## config.mk

```make
export PLATFORM = sky130hd
export DESIGN_NAME = rr_priority_encoder
export DESIGN_NICKNAME = d
export VERILOG_FILES = /design/src/rtl/rr_priority_encoder.sv
export SDC_FILE = /design/constraint.sdc
export NUM_CORES = 1
export LEC_CHECK = 0
export ABC_CLOCK_PERIOD_IN_PS = 3600
export CAP_MARGIN = 20
export CORE_UTILIZATION = 47
export DETAILED_ROUTE_END_ITERATION = 10
export HOLD_SLACK_MARGIN = 0.03
export PLACE_DENSITY = 0.75
export SLEW_MARGIN = 30
export SYNTH_ARGS = -nofsm -noshare
export SYNTH_HDL_FRONTEND = slang
export SYNTH_SLANG_ARGS = --single-unit
```

## constraint.sdc

```tcl
create_clock -name clk -period 3.6 [get_ports clk]
set_input_delay 1.08 -clock clk [delete_from_list [all_inputs] [get_ports clk]]
set_output_delay 1.08 -clock clk [all_outputs]
set_load 0.02 [all_outputs]
```

## src/rtl/rr_priority_encoder.sv

```systemverilog
// Registered N-to-log2(N) request encoder with one-hot side output, fixed-priority or round-robin pick.
// Latency: req in cycle t (idle) -> out_valid/out_idx/out_onehot registered in cycle t+1; one grant per cycle.
// Backpressure: out_ready low freezes the held grant; req changes are ignored until the handshake.
module rr_priority_encoder #(
  parameter int N     = 4,
  parameter int MODE  = 1,
  parameter int CNT_W = 8
) (
  input  logic                         clk,
  input  logic                         rst_n,
  input  logic [N-1:0]                 req,
  input  logic                         out_ready,
  output logic                         out_valid,
  output logic [((($clog2(N)) > 1) ? $clog2(N) : 1)-1:0] out_idx,
  output logic [N-1:0]                 out_onehot,
  output logic [CNT_W-1:0]             grant_cnt
);

  localparam int W = ($clog2(N) > 1) ? $clog2(N) : 1;

  typedef enum logic {
    IDLE = 1'b0,
    HOLD = 1'b1
  } state_t;

  state_t             state_q, state_d;
  logic [W-1:0]       ptr_q, ptr_d;
  logic [W-1:0]       idx_q, idx_d;
  logic [N-1:0]       onehot_q, onehot_d;
  logic [CNT_W-1:0]   cnt_q, cnt_d;

  logic               hs;
  logic [W-1:0]       ptr_inc;
  logic [W-1:0]       search_start;
  logic [W:0]         pos;
  logic               win_vld;
  logic [W-1:0]       win_idx;
  logic [N-1:0]       win_onehot;

  // A handshake completes whenever a grant is held and the consumer takes it.
  assign hs = (state_q == HOLD) && out_ready;

  // Pointer after a handshake: one past the index just granted, wrapping N-1 -> 0 for any N.
  assign ptr_inc = (idx_q == W'(N - 1)) ? '0 : idx_q + W'(1);

  assign win_onehot = {{(N-1){1'b0}}, 1'b1} << win_idx;

  // Pick the winner: circular search from the start point (always 0 in fixed-priority mode).
  always_comb begin
    search_start = ptr_q;
    if (MODE == 1 && hs) begin
      search_start = ptr_inc;
    end
    if (MODE != 1) begin
      search_start = '0;
    end
    win_vld = 1'b0;
    win_idx = '0;
    pos     = '0;
    for (int k = 0; k < N; k++) begin
      pos = {1'b0, search_start} + (W+1)'(k);
      if (pos >= (W+1)'(N)) begin
        pos = pos - (W+1)'(N);
      end
      if (!win_vld && req[pos[W-1:0]]) begin
        win_vld = 1'b1;
        win_idx = pos[W-1:0];
      end
    end
  end

  // Next-state and next-output logic for the IDLE/HOLD controller.
  always_comb begin
    state_d  = state_q;
    ptr_d    = ptr_q;
    idx_d    = idx_q;
    onehot_d = onehot_q;
    cnt_d    = cnt_q;
    case (state_q)
      IDLE: begin
        onehot_d = '0;
        if (win_vld) begin
          idx_d    = win_idx;
          onehot_d = win_onehot;
          state_d  = HOLD;
        end
      end
      HOLD: begin
        if (out_ready) begin
          cnt_d = cnt_q + CNT_W'(1);
          if (MODE == 1) begin
            ptr_d = ptr_inc;
          end
          if (win_vld) begin
            idx_d    = win_idx;
            onehot_d = win_onehot;
          end else begin
            onehot_d = '0;
            state_d  = IDLE;
          end
        end
      end
      default: begin
        state_d  = IDLE;
        onehot_d = '0;
      end
    endcase
  end

  // State registers; synchronous reset overrides any same-cycle handshake.
  always_ff @(posedge clk) begin
    if (!rst_n) begin
      state_q  <= IDLE;
      ptr_q    <= '0;
      idx_q    <= '0;
      onehot_q <= '0;
      cnt_q    <= '0;
    end else begin
      state_q  <= state_d;
      ptr_q    <= ptr_d;
      idx_q    <= idx_d;
      onehot_q <= onehot_d;
      cnt_q    <= cnt_d;
    end
  end

  assign out_valid  = (state_q == HOLD);
  assign out_idx    = idx_q;
  assign out_onehot = onehot_q;
  assign grant_cnt  = cnt_q;

endmodule

```

# [Yosys cells after proc, flatten, opt, wreduce, memory -nomap -nowiden]
# Cells that the tools add are included.
[word_totals] word_cells=65 out_inout_bits=15 input_bits=7 mem_count=0 mem_bits_ro=0 ramBits=0 latchBits=0 regBits=17
[op_classes] n_mul=0 mux=31 n_eq_ne=2 add_sub_neg=9 n_reduce_logical=8 n_shift=1 bitwise=1 magnitude_cmp=8 n_div=0
[op_table] operator="2-bit two-way mux" count=12
[op_table] operator="2-bit by 3-bit < comparator with 1-bit output (second input constant)" count=4
[op_table] operator="1-bit two-way mux" count=10
[op_table] operator="3-bit greater-or-equal comparator (second input constant)" count=3
[op_table] operator="8-bit by 1-bit adder with 8-bit output (second input constant)" count=1
[op_table] operator="1-bit binary-select mux with 2-bit select" count=4
[op_table] operator="4-bit two-way mux" count=2
[op_table] operator="4-bit case mux with 2 select lines" count=1
[op_table] operator="2-bit by 1-bit subtractor with 2-bit output (second input constant)" count=4
[op_table] operator="2-bit by 2-bit adder with 3-bit output (second input constant)" count=2
[op_table] operator="1-bit logical AND" count=4
[op_table] operator="2-bit case mux with 2 select lines" count=1
[op_table] operator="1-bit by 2-bit << shifter with 4-bit output (first input constant)" count=1
[op_table] operator="2-bit by 1-bit adder with 3-bit output (second input constant)" count=1
[op_table] operator="2-bit by 3-bit greater-or-equal comparator with 1-bit output (second input constant)" count=1
[op_table] operator="1-bit logical NOT" count=3
[op_table] operator="2-bit by 1-bit adder with 2-bit output (second input constant)" count=1
[op_table] operator="2-bit equality test (second input constant)" count=1
[op_table] operator="2-bit != test (second input constant)" count=1
[op_table] operator="1-bit case mux with 2 select lines" count=1
[op_table] operator="2-bit AND reduction" count=1
[op_table] operator="1-bit inverter" count=1

# [Depth between registers and ports, before layout]
# Gate-level depths: netlist of the first run.
[logic_depth] ltp_word=21 mapped_depth=5 ltp_nobuf=5

# [Least setup slack after synthesis of the first run]
# Ideal clock, no wire load.
[synth_path] path_type="input port to flip-flop" start="input out_ready" end="register idx_q[0] (netlist: out_idx[0])" path_buffers=1 setup_ns=0.058 required_time_ns=3.542 stages=5 setup_slack_ns=1.479 arrival_ns=2.062 path_cell_list="buf_6 > and3_4 > o211a_1 > o41ai_2 > o211a_1"
[synth_via] elab_chain_len=19 word_cells_on_any_way=43 cone_classes="7 x add/sub; 4 x order compare; 1 x eq/ne; 24 x mux; 7 x reduce/logical"
[synth_lines] element="start: declaration" line="12" rtl="input logic out_ready,"
[synth_lines] element="branches (longest 19 deep; another with 2-bit by 1-bit adder with 3-bit output)"
[synth_lines] element="end signal: assignment" line="121" rtl="idx_q <= idx_d;"
[synth_lines] element="end: declaration" line="28" rtl="logic [W-1:0] idx_q, idx_d;"
# Parallel ways; which one is timed is not known. The select of a mux whose other input is x is not followed.
# A chain may end at the register's enable or synchronous reset.

# [Worst setup path after layout of the first run]
[layout_path] start="register state_q (netlist: out_valid)" end="output out_valid"
[layout_rtl] element="start: declaration" line="26" rtl="state_t state_q, state_d;"
[layout_rtl] element="start signal: assignment" line="119" rtl="state_q <= state_d;"
[layout_rtl] element="end: declaration" line="13" rtl="output logic out_valid,"
# No word-level cell between the ends.

==> results.json, run 1 <==
{
  "ys_seq_elements": 17,
  "finalCritPeriodShare_pct": 71.99,
  "postSynth.asyncResetShare_pct": 0,
  "r2r_start": "out_idx[0]$_SDFFE_PN0P_",
  "slowest_delay_ns": 0.68,
  "core_sq_um": 1982,
  "crit_slowest_cell": "clkdlybuf4s50_1",
  "synth_fp_nets": 120,
  "status": "complete, no violations",
  "drive_gt1_share_pct": 8.462,
  "clkSlewWorstSetupHoldPaths_ns": 0.10,
  "synthCells": 111,
  "cts_tree": "built",
  "die_w_um": 47.98,
  "grt_start_max_net_pins": 22,
  "place_inst": 153,
  "worst_pin_slew_ns": 0.5955,
  "crit_path_end_kind": "output port",
  "post_cts_resized": 0,
  "max_cap_viol_count": 0,
  "crit_arrival_ns": 1.51,
  "reg2reg_depth": 5,
  "worstPathMaxFanout": 12,
  "diodes": 0,
  "row_count": 16,
  "first_pass_iters": 4,
  "ctsHtreeMaxLevel": 1,
  "synth-seq-area-share_pct": 34.26,
  "mostFrequentLayoutCells": "21 x clkdlybuf4s50_1, 17 x dfxtp_1, 9 x nand2_1, 9 x and2_1, 8 x o21ai_0",
  "cp.required_ns": 2.52,
  "port_buffers": 21,
  "peakVddDrop_mv": 0.1949,
  "hold_end": "out_onehot[1]$_SDFFE_PN0N_",
  "synth-main-ff-cell": "dfxtp_1",
  "grt_usage_pct": 20.08,
  "die_h_um": 47.98,
  "fin_cells": 157,
  "synth.top_cell.area_share_pct": 34.26,
  "stdcell_area_sq_um": 1224,
  "fin_crit_ns": 2.592,
  "clock.fmax_mhz": 385.9,
  "routedWlPerCell_um": 12.64,
  "worstHoldPathCells": 2,
  "ys.warnings.count": 0,
  "yosys-top-cells-area": "dfxtp_1 34%, and2_1 5.7%, o21ai_0 4.0%",
  "drcViolationCount": 0,
  "finClkSkew_ns": 0.001876,
  "hold_start": "out_onehot[1]$_SDFFE_PN0N_",
  "io_pins": 22,
  "fill_cells": 185,
  "yosysUniqueCellTypes": 47,
  "path_depth": 1,
  "maxSlewViolCount": 0,
  "synth_top_area_cell": "dfxtp_1",
  "antenna_found_initial": 0,
  "clock-sinks": 17,
  "grt_pass1_vias": 737,
  "r2r-end": "out_idx[1]$_SDFFE_PN0P_",
  "ant_nets": 0,
  "dieArea_sq_um": 2302,
  "syn_avg_cell_area_sq_um": 8.950,
  "hold_path_class": "reg2reg",
  "vias": 901,
  "power_density_nw_per_um2": 325.3,
  "rsz0062_at_grt": "false",
  "synth_edf_count": 0,
  "crit_chain": "clkdlybuf4s50_1",
  "rrSetupSlack_ns": 1.95,
  "clockBufferDepth": 2,
  "start_kind": "flop",
  "tns_ns": 0,
  "path_buf_inv": 1,
  "via_per_inst": 5.739,
  "setup-violations-final": 0,
  "p_leak_nw": 0.4815,
  "grt-ovfl-total": 0,
  "cts_setup_buffers": 0,
  "crit_type": "reg2out",
  "gp_congestion": 0.9262,
  "p_total_uw": 398.1,
  "syn_to_final_growth_pct": 23.17,
  "initialDrtViolationCount": 13,
  "cts_buffers": 3,
  "root_buffer": "clkbuf_4",
  "layout_commonest_cell": "clkdlybuf4s50_1",
  "start_util_pct": 50.13,
  "dp_hpwl_um": 1456,
  "finalHoldViolations": 0,
  "layout.nets": 140,
  "dpl-instance-area_sq_um": 1197,
  "grt_pass1_wl_um": 3201,
  "holdBufCountCts": 0,
  "synth_area_sq_um": 993.5,
  "slew_headroom_pct": 60.18,
  "clk_latency_ns": 0.29,
  "routed_wl_um": 1984,
  "cp_top_family": "buffers and inverters"
}
[metrics by stage]
step	util, %	hold slack (ns)	worst slack (ns)
2_1_floorplan	-	0.5491	1.479
3_3_place_gp	60.42	0.4621	0.8213
3_5_place_dp	60.42	0.4778	0.7668
4_1_cts	61.74	0.4976	0.9856
5_1_grt	61.74	0.5289	0.9196
6_report	61.74	0.4936	1.008
[state kept, by name (all words and copies together) (netlist names)]
| name | count |
|---|---|
| grant_cnt | 8 |
| ptr_q | 2 |
| out_valid | 1 |
| out_onehot | 4 |
| out_idx | 2 |
[worst max path at each step]
stage	startpoint	endpoint	slack, ns
after global placement	out_ready	out_idx[1]$_SDFFE_PN0P_	0.82
after floorplan	out_ready	out_idx[0]$_SDFFE_PN0P_	1.48
after global routing	out_valid$_SDFF_PN0_	out_valid	0.92
after detailed placement	out_ready	out_idx[1]$_SDFFE_PN0P_	0.77
after CTS	out_valid$_SDFF_PN0_	out_valid	0.99
final	out_valid$_SDFF_PN0_	out_valid	1.01
[layout make-up]
type | count | area, sq um | share of cell area [%]
clock buffers | 4 | 26.28 | 2.147
multi-input cells | 86 | 605.6 | 49.49
well taps | 27 | 33.78 | 2.761
flip-flops and latches | 17 | 340.3 | 27.81
repair buffers | 21 | 210.2 | 17.18
inverters | 2 | 7.507 | 0.6135
[Yosys cell counts, drive strengths merged (2+ instances only)]
library cell  number
dfxtp             17
and2               9
nand2              9
o21ai              8
a21boi             6
and3               4
nor2               4
nor3               4
xnor2              4
buf                3
clkbuf             3
nand3              3
nand4              3
a211oi             2
a21oi              2
ha                 2
inv                2
nor2b              2
o211a              2
xor2               2
[kinds of logic after synthesis]
| family | after synthesis | synth area share, % |
|---|---|---|
| simple gates | 46 | 27.96 |
| buf+inv | 8 | 4.785 |
| xor+xnor | 6 | 5.290 |
| flops | 17 | 34.26 |
| fa+ha+maj | 2 | 2.518 |
| compound gates | 32 | 25.19 |
[tightest hold or removal path: stages (launching register included)]
cell and delay, ns:
dfxtp_1 0.32, nand3_1 0.05, o21ai_0 0.08
[report_power, final]
part	leakage (nW)	internal, mW	switching [mW]
Sequential	0.139	0.197	0.00779
Combinational	0.328	0.0434	0.0474
Clock	0.0150	0.0431	0.0595
[routing by layer]
layer / GRT usage, % / wire (um) / vias to the layer above / part of all wire (%)
li1: - / - / 452 / -
met1: 25.62 / 925 / 424 / 47
met2: 31.89 / 959 / 20 / 48
met3: 3.774 / 57 / 5 / 2.9
met4: 10.56 / 41 / 0 / 2.1
met5: 0 / 0 / - / 0
Note: power is estimated with default switching activity, not from simulation.
==> run 2, diff against run 1 <==
--- a/config.mk
+++ b/config.mk
@@ -5,7 +5,7 @@
 export SDC_FILE = /design/constraint.sdc
 export NUM_CORES = 1
 export LEC_CHECK = 0
-export ABC_CLOCK_PERIOD_IN_PS = 3600
+export ABC_CLOCK_PERIOD_IN_PS = 2700
 export CAP_MARGIN = 20
 export CORE_UTILIZATION = 47
 export DETAILED_ROUTE_END_ITERATION = 10
==> constraint.sdc (replaced) <==
create_clock -name clk -period 2.7 [get_ports clk]
set_input_delay 0.81 -clock clk [delete_from_list [all_inputs] [get_ports clk]]
set_output_delay 0.81 -clock clk [all_outputs]
set_load 0.02 [all_outputs]
==> run 2 against run 1 <==
  * Routed wire length up 6.9%
  * Sequential power up 33%
  * Highest routed layer unchanged
  * Clock skew down 0.00086 ns
  * Die area unchanged
  * Largest cell class unchanged
  * Flip-flop and latch count unchanged
  * Clock power up 29%
  * Non-clock buffer count up 3
==> results.json, run 2 (synthesis gave the netlist of run 1 again) <==
{
  "max_cap_viol_count": 0,
  "largest_reg_flops": 8,
  "worstPathMaxFanout": 12,
  "crit_path_end_kind": "output port",
  "grt_start_max_net_pins": 22,
  "slowest_delay_ns": 0.68,
  "post_cts_resized": 0,
  "grt-ovfl-total": 0,
  "peakVddDrop_mv": 0.3310,
  "cts_setup_buffers": 0,
  "path_buf_inv": 1,
  "rrSetupSlack_ns": 1.05,
  "reg2reg_depth": 5,
  "die_h_um": 47.98,
  "rsz0062_at_grt": "false",
  "p_total_uw": 532.8,
  "clkSlewWorstSetupHoldPaths_ns": 0.09,
  "start_kind": "flop",
  "start_util_pct": 50.13,
  "worst_pin_slew_ns": 0.6360,
  "routedWlPerCell_um": 13.26,
  "r2r-end": "out_idx[1]$_SDFFE_PN0P_",
  "ant_nets": 0,
  "crit_arrival_ns": 1.52,
  "multi_input_area_sq_um": 605.6,
  "gp_congestion": 0.9098,
  "clockBufferDepth": 2,
  "dp_hpwl_um": 1546,
  "antenna_found_initial": 0,
  "finClkSkew_ns": 0.001019,
  "routed_wl_um": 2121,
  "row_count": 16,
  "clock-sinks": 17,
  "fin_crit_ns": 2.329,
  "hold_start": "out_onehot[1]$_SDFFE_PN0N_",
  "drcViolationCount": 0,
  "setup-violations-final": 0,
  "first_pass_iters": 5,
  "status": "complete, no violations",
  "vias": 932,
  "mostFrequentLayoutCells": "21 x clkdlybuf4s50_1, 17 x dfxtp_1, 9 x nand2_1, 9 x and2_1, 8 x o21ai_0",
  "diodes": 0,
  "finalHoldViolations": 0,
  "cp_top_family": "buffers and inverters",
  "crit_chain": "clkdlybuf4s50_1",
  "dieArea_sq_um": 2302,
  "holdBufCountCts": 0,
  "core_sq_um": 1982,
  "syn_to_final_growth_pct": 25.44,
  "grt_pass1_wl_um": 3174,
  "port_buffers": 21,
  "grt_pass1_vias": 725,
  "finalCritPeriodShare_pct": 86.27,
  "io_pins": 22,
  "register_area_sq_um": 340.3,
  "clock.fmax_mhz": 429.3,
  "clk_latency_ns": 0.29,
  "cts_buffers": 3,
  "maxSlewViolCount": 0,
  "layout_commonest_cell": "clkdlybuf4s50_1",
  "fill_cells": 188,
  "layout.nets": 143,
  "worstHoldPathCells": 2,
  "tns_ns": 0,
  "r2r_start": "out_idx[0]$_SDFFE_PN0P_",
  "drive_gt1_share_pct": 10.53,
  "p_leak_nw": 0.4959,
  "crit_slowest_cell": "clkdlybuf4s50_1",
  "hold_end": "out_onehot[1]$_SDFFE_PN0N_",
  "via_per_inst": 5.825,
  "grt_usage_pct": 19.59,
  "ctsHtreeMaxLevel": 1,
  "root_buffer": "clkbuf_4",
  "hold_path_class": "reg2reg",
  "initialDrtViolationCount": 25,
  "slew_headroom_pct": 57.47,
  "cts_tree": "built",
  "crit_type": "reg2out",
  "power_density_nw_per_um2": 427.5,
  "die_w_um": 47.98,
  "cp.required_ns": 1.89
}
run 2: layer usage:
| layer | vias to the layer above | part of all wire [%] | GRT usage, % |
|---|---|---|---|
| met5 | - | 0 | 0 |
| met4 | 0 | 1.1 | 7.778 |
| met3 | 4 | 5.5 | 4.528 |
| met2 | 39 | 48 | 33.24 |
| met1 | 434 | 46 | 23.71 |
| li1 | 455 | - | - |
run 2: worst register-to-register path, cell delays in order (launching register included):
cell and delay [ns]:
dfxtp_1 0.35, ha_1 0.31, and3_4 0.17, nor2_2 0.30
o221ai_1 0.18, a32o_1 0.23
run 2: area by class of cell:
cell class | count | share of cell area (%)
repair buffers | 24 | 18.67
inverters | 2 | 0.6024
well taps | 27 | 2.711
flip-flops and latches | 17 | 27.31
multi-input cells | 86 | 48.59
clock buffers | 4 | 2.108
run 2: power breakdown:
part           internal (mW)  total, mW  switching [mW]
sequential             0.263      0.273          0.0102
combinational         0.0607      0.127          0.0664
clock                 0.0574      0.133          0.0754
total                  0.381      0.533           0.152
run 2: metrics by stage:
step | utilization, % | worst slack [ns] | instance area [sq um] | std cells | hold slack [ns]
final | 62.88 | 0.3708 | 1246 | 160 | 0.4939
after global routing | 62.88 | 0.2991 | 1246 | 160 | 0.5272
after CTS | 62.88 | 0.3555 | 1246 | 160 | 0.5056
after detailed placement | 61.55 | 0.1125 | 1220 | 156 | 0.4850
after global placement | 61.55 | 0.1955 | 1220 | 156 | 0.4633
after floorplan | - | 0.8491 | 993.5 | 111 | 0.5491
run 2: worst max path at each step:
stage / depth (start not counted) / slack [ns] / end / from
after floorplan: 5 / 0.85 / out_idx[0]$_SDFFE_PN0P_ / out_ready
after global placement: 5 / 0.20 / out_onehot[0]$_SDFFE_PN0N_ / out_ready
after detailed placement: 5 / 0.11 / out_idx[1]$_SDFFE_PN0P_ / out_ready
after CTS: 1 / 0.36 / out_valid / out_valid$_SDFF_PN0_
after global routing: 1 / 0.30 / out_valid / out_valid$_SDFF_PN0_
final: 1 / 0.37 / out_valid / out_valid$_SDFF_PN0_
